**config.mk**
```make
export PLATFORM = sky130hd
export DESIGN_NAME = sb_inst_queue
export DESIGN_NICKNAME = d
export VERILOG_FILES = /design/src/rtl/sb_inst_queue.sv
export SDC_FILE = /design/constraint.sdc
export NUM_CORES = 1
export LEC_CHECK = 0
export ABC_AREA = 1
export CAP_MARGIN = 5
export CORE_UTILIZATION = 45
export CTS_CLUSTER_SIZE = 25
export DETAILED_ROUTE_END_ITERATION = 16
export HOLD_SLACK_MARGIN = 0.12
export PLACE_DENSITY = 0.72
export REMOVE_ABC_BUFFERS = 1
export SYNTH_ARGS = -nofsm -noshare
export SYNTH_HDL_FRONTEND = slang
export SYNTH_SLANG_ARGS = --single-unit
```
**constraint.sdc**
```tcl
create_clock -name clk -period 19.25 [get_ports clk]
set_clock_uncertainty 0.15 [all_clocks]
set_input_delay 1.925 -clock clk [delete_from_list [all_inputs] [get_ports clk]]
set_output_delay 1.925 -clock clk [all_outputs]
set_load 0.01 [all_outputs]
```
**src/rtl/sb_inst_queue.sv**
```systemverilog
// sb_inst_queue: circular instruction FIFO between Fetch and Issue.
// Each accepted instruction is stamped with a monotonically increasing
// order number; flush empties the queue and rewinds the order counter.
// Optional same-cycle empty-queue bypass: define SB_IQ_BYPASS_EN.
module sb_inst_queue #(
   parameter int DEPTH   = 8,
   parameter int XLEN    = 32,
   parameter int ORDER_W = 64,
   parameter int CNT_W   = $clog2(DEPTH + 1)
) (
   input  logic               clk,
   input  logic               rst_n,
   input  logic               flush,
   input  logic [ORDER_W-1:0] flush_order,
   input  logic               enq_valid,
   output logic               enq_ready,
   input  logic [XLEN-1:0]    enq_inst,
   input  logic [XLEN-1:0]    enq_pc,
   output logic               deq_valid,
   input  logic               deq_ready,
   output logic [XLEN-1:0]    deq_inst,
   output logic [XLEN-1:0]    deq_pc,
   output logic [ORDER_W-1:0] deq_order,
   output logic [CNT_W-1:0]   count,
   output logic               full,
   output logic               empty
);

   localparam int IDX_W = $clog2(DEPTH);
   localparam int PTR_W = IDX_W + 1;

   // Pointer MSB is the wrap bit; the low bits index the storage.
   logic [PTR_W-1:0]   wr_ptr;
   logic [PTR_W-1:0]   rd_ptr;
   logic [ORDER_W-1:0] next_order;

   logic [XLEN-1:0]    inst_mem  [DEPTH];
   logic [XLEN-1:0]    pc_mem    [DEPTH];
   logic [ORDER_W-1:0] order_mem [DEPTH];

   logic [IDX_W-1:0]   wr_idx;
   logic [IDX_W-1:0]   rd_idx;
   logic               enq_fire;
   logic               deq_fire;
   logic               bypass;
   logic               bypass_take;
   logic               wr_en;
   logic               rd_en;

   assign wr_idx = wr_ptr[IDX_W-1:0];
   assign rd_idx = rd_ptr[IDX_W-1:0];

   assign full  = (wr_ptr[IDX_W] != rd_ptr[IDX_W]) && (wr_idx == rd_idx);
   assign empty = (wr_ptr == rd_ptr);

   // Ready depends only on registered state and flush, never on deq_ready,
   // so a dequeue from a full queue cannot open a same-cycle enqueue slot.
   assign enq_ready = !full && !flush;

`ifdef SB_IQ_BYPASS_EN
   // An empty queue forwards the incoming instruction straight to Issue.
   assign bypass = empty && enq_valid && !flush;
`else
   assign bypass = 1'b0;
`endif

   assign deq_valid = !empty || bypass;
   assign deq_inst  = bypass ? enq_inst   : inst_mem[rd_idx];
   assign deq_pc    = bypass ? enq_pc     : pc_mem[rd_idx];
   assign deq_order = bypass ? next_order : order_mem[rd_idx];

   assign enq_fire    = enq_valid && enq_ready;
   assign deq_fire    = deq_valid && deq_ready;
   // A bypassed instruction consumed in the same cycle never touches storage.
   assign bypass_take = bypass && deq_ready;
   assign wr_en       = enq_fire && !bypass_take;
   assign rd_en       = deq_fire && !bypass_take;

   // Pointer, occupancy and order-number control; reset beats flush beats handshakes.
   always_ff @(posedge clk) begin
      if (!rst_n) begin
         wr_ptr     <= '0;
         rd_ptr     <= '0;
         count      <= '0;
         next_order <= '0;
      end else if (flush) begin
         wr_ptr     <= '0;
         rd_ptr     <= '0;
         count      <= '0;
         next_order <= flush_order;
      end else begin
         if (enq_fire) begin
            next_order <= next_order + ORDER_W'(1);
         end
         if (wr_en) begin
            wr_ptr <= wr_ptr + PTR_W'(1);
         end
         if (rd_en) begin
            rd_ptr <= rd_ptr + PTR_W'(1);
         end
         case ({wr_en, rd_en})
            2'b10:   count <= count + CNT_W'(1);
            2'b01:   count <= count - CNT_W'(1);
            default: count <= count;
         endcase
      end
   end

   // Entry storage; contents are don't-care until written, so no reset.
   always_ff @(posedge clk) begin
      if (wr_en) begin
         inst_mem[wr_idx]  <= enq_inst;
         pc_mem[wr_idx]    <= enq_pc;
         order_mem[wr_idx] <= next_order;
      end
   end

endmodule
```
# Word-level counts from Yosys, hierarchy flattened
# Memories as Yosys holds them, arrays and structs flattened. A register that Yosys moved wholly into a read port is not among the register bits.
# Index checks and enable logic that the tools add are counted.
# classes
add_sub_neg	5
bitwise	1
reduce_logical	10
mux	11
n_eq_ne	5
# op_table
op	count
$mux 64	2
$add 64x1->64 const B	1
$mux 3	6
$add 4x1->4 const B	3
$pmux 4 s2	1
$eq 4x4->1	1
$logic_and 1x1->1	4
$reduce_bool 2->1	2
$sub 4x1->4 const B	1
$eq 3x3->1	1
$logic_not 1->1	3
$eq 2x1->1 const B	1
$eq 2x2->1 const B	1
$mux 1	2
$reduce_or 2->1	1
$ne 1x1->1	1
$not 1->1	1
# word_totals
ramBits	1024
word_cells	39
in_bits	133
ff_bits	76
out_inout_bits	136
memories	3
# memory_table
memory	words	word_bits	read_ports	rd_ports_with_merged_regs	write_ports	line_no	source
order_mem	8	64	1	1	1	39	logic [ORDER_W-1:0] order_mem [DEPTH];
inst_mem	8	32	1	1	1	37	logic [XLEN-1:0] inst_mem [DEPTH];
pc_mem	8	32	1	1	1	38	logic [XLEN-1:0] pc_mem [DEPTH];

# Depth between registers and ports, before layout
# depth
ltp_word	7
ltp_mapped	18
ltp_nobuf	18

# Least setup slack after synthesis
# Ideal clock, no wire load.
# synth_path
kind	input port to flip-flop
start	in flush
end	mem inst_mem[6][0] (enable)
stages	7
arrival_time_ns	11.335
t_required_ns	18.327
path_slack_ns	6.992
n_path_buf	2
setup_ns	0.773
path_cell_list	clkbuf_1 -> inv_1 -> nand3_2 -> inv_2 -> buf_2 -> nand2_1 -> nor3_1
# synth_between
elab_chain_cells	5
# synth_rtl
element	line_no	source
start: declaration	13	input logic flush,
$logic_not 1->1	58	assign enq_ready = !full && !flush;
$logic_and 1x1->1	58	
$logic_and 1x1->1	72	assign enq_fire = enq_valid && enq_ready;
$mux 1	111	if (wr_en) begin
$mux 1 (implied by the code)	112	inst_mem[wr_idx] <= enq_inst;
end: declaration	37	
# Every way passes these cells.

==> results.json <==
{
  "status": "complete, no violations",
  "min_period_ns": 6.81,
  "postCtsSetupBuffers": 0,
  "drtIter0Drc": 3168,
  "slew_headroom_pct": 21.5,
  "max_freq_ghz": 0.147,
  "nets": 4158,
  "ant_nets": 0,
  "fin_tns_setup_ns": 0,
  "io_buffers": 268,
  "cp_max_fo": 181,
  "ys_warn_count": 0,
  "synth_cell_types": 35,
  "finalNonFillerCells": 5401,
  "die-area_um2": 100000,
  "io_pins": 269,
  "num_rows": 115,
  "max_slew.worst_pin.slew_ns": 1.18,
  "synth_flop_cell": "edfxtp_1",
  "gp_congestion": 0.910,
  "synthTopCellsByCount": "1024 x edfxtp_1, 1023 x nor2_1, 523 x o21ai_0",
  "synth_edf_count": 1024,
  "rsz0062_at_grt": "false",
  "syn_area_um2": 44600,
  "core-area_um2": 98300,
  "drt-vias-per-instance": 5.50,
  "powerDensity_nw_per_um2": 97.8,
  "clk_pin_slew_worst_paths_ns": 0.06,
  "ctsHoldBuffers": 0,
  "grt-ovfl-total": 0,
  "endpoint_kind": "output pin",
  "netlist_top_cells_area": "edfxtp_1 69%, nor2_1 8.6%, o21ai_0 5.9%",
  "areaGrowthSynthToFinish_pct": 16.7,
  "finalPower_w": 0.00510,
  "grt_pass1_vias": 28200,
  "cts_tree": "done",
  "synth_area_leader_cell": "edfxtp_1",
  "wire_per_inst_um": 20.4,
  "dr_total_vias": 29700,
  "hold_violations": 0,
  "totalWireLength_um": 110000,
  "synthArstFlopShare_pct": 0,
  "cts.htree.levels": 3,
  "numCtsBuffers": 110,
  "dp_hpwl_um": 59200,
  "clockBufferDepth": 3,
  "critPathKind": "reg2out",
  "cp_data_required_time_ns": 17.17,
  "clock-sinks": 1103,
  "die_y_um": 317,
  "syn_inst": 3830,
  "hold_path.class": "reg2reg",
  "cp.arrival_ns": 4.74,
  "grt_pass1_wl_um": 166000,
  "avgSynthCellArea_um2": 11.7,
  "dp_slack_ns": 13.11,
  "setup_viol": 0,
  "fin_ws_ns": 12.44,
  "fin_area_um2": 52100,
  "vdd_drop_max_mv": 0.0701,
  "synth_top_area_share_pct": 68.9,
  "grt_max_degree": 225,
  "synth-seq-cells": 1103,
  "antenna_found_initial": 0,
  "yosysSeqAreaShare_pct": 72.4,
  "startpoint_type": "flop",
  "final_layout_size_suffix_gt1_share_pct": 5.69,
  "period_share_pct": 35.4,
  "insertion_delay_ns": 0.69,
  "place_area_um2": 48400,
  "root_buffer": "clkbuf_16",
  "dr.pass1.iters": 6,
  "initial_core_util_pct": 45.4,
  "die_w_um": 317,
  "slew_viol_final": 0,
  "grtUsageTotal_pct": 21.6,
  "drc": 0,
  "total_leakage_power_nw": 17.3,
  "dp_cells": 5193,
  "max_cap_violations": 0,
  "synth.most_common_cell": "edfxtp_1",
  "cts-resized-gates": 0
}
[metal layers]
| layer | track usage (%) | vias to the layer above | part of all wire [%] |
|---|---|---|---|
| li1 | - | 14000 | - |
| met1 | 29.9 | 14500 | 43 |
| met5 | 0 | - | 0 |
| met4 | 6.47 | 0 | 2.3 |
| met2 | 35.7 | 1068 | 48 |
| met3 | 3.00 | 156 | 6.9 |
[layout make-up]
class / instances / area [um2]
Fill cell: 8157 / 46200
Multi-Input combinational cell: 2404 / 11000
Timing Repair Buffer: 300 / 3020
Clock inverter: 67 / 699
Antenna cell: 1 / 2.50
Clock buffer: 140 / 2990
Tap cell: 1287 / 1610
Inverter: 99 / 394
Sequential cell: 1103 / 32300
[critical path: stages (launching register included)]
cell and delay (ns):
dfxtp_4 0.83, buf_12 0.52, buf_4 0.93, o21ai_0 0.23, o22ai_1 0.22, nor2_1 0.06
a31oi_1 0.32, clkdlybuf4s50_1 0.61
[layout by cell type (no fill, tap or decap), types with 19 or more instances in the layout]
master | synthesis | routed
edfxtp_1 | 1024 | 1024
nor2_1 | 1023 | 1016
o21ai_0 | 523 | 523
nand2_1 | 352 | 352
clkdlybuf4s50_1 | 0 | 267
a31oi_1 | 145 | 145
o22ai_1 | 128 | 128
clkbuf_16 | 0 | 111
inv_1 | 92 | 90
nand3_1 | 85 | 85
dfxtp_1 | 79 | 77
a21oi_1 | 37 | 37
buf_4 | 3 | 24
clkinv_2 | 0 | 22
clkinv_1 | 1 | 21
a21boi_1 | 21 | 21
clkbuf_1 | 141 | 19
[sequential cells by signal (all words and copies together) (netlist names), named ones only]
register and flops:
count 4, inst_mem 256, next_order 64, order_mem 512, pc_mem 256, rd_ptr 4
wr_ptr 4
[worst paths after layout]
path              startpoint               to  slack, ns  depth (start not counted)
setup / recovery        flop       deq_pc[11]      12.44                          7
hold / removal      count[3]         count[3]       0.32                          2
setup reg to reg   wr_ptr[1]  inst_mem[0][10]      14.92                         11
hold reg to reg     count[3]         count[3]       0.32                          2
[power by group]
part	total (W)	internal (W)	switching, W
Clock	0.00216	0.00126	0.000896
Sequential	0.00269	0.00265	0.0000379
Combinational	0.000255	0.000108	0.000147
[cell families after synthesis]
group	after synthesis	synth area share, %
AND/OR/NAND/NOR	1499	13.1
flip-flops	1103	72.4
AO/OA/AOI/OAI	872	10.8
buffers and inverters	323	2.92
XOR/XNOR	26	0.510
adder cells (fa/ha/maj)	7	0.213
[through the flow]
step / util (%) / hold slack [ns]
floorplan: - / 0.308
global placement: 49.3 / 0.309
detailed placement: 49.3 / 0.310
CTS: 53.0 / 0.324
global route: 53.0 / 0.363
finish: 53.0 / 0.316
No activity file was read; power rests on OpenSTA's default activity.
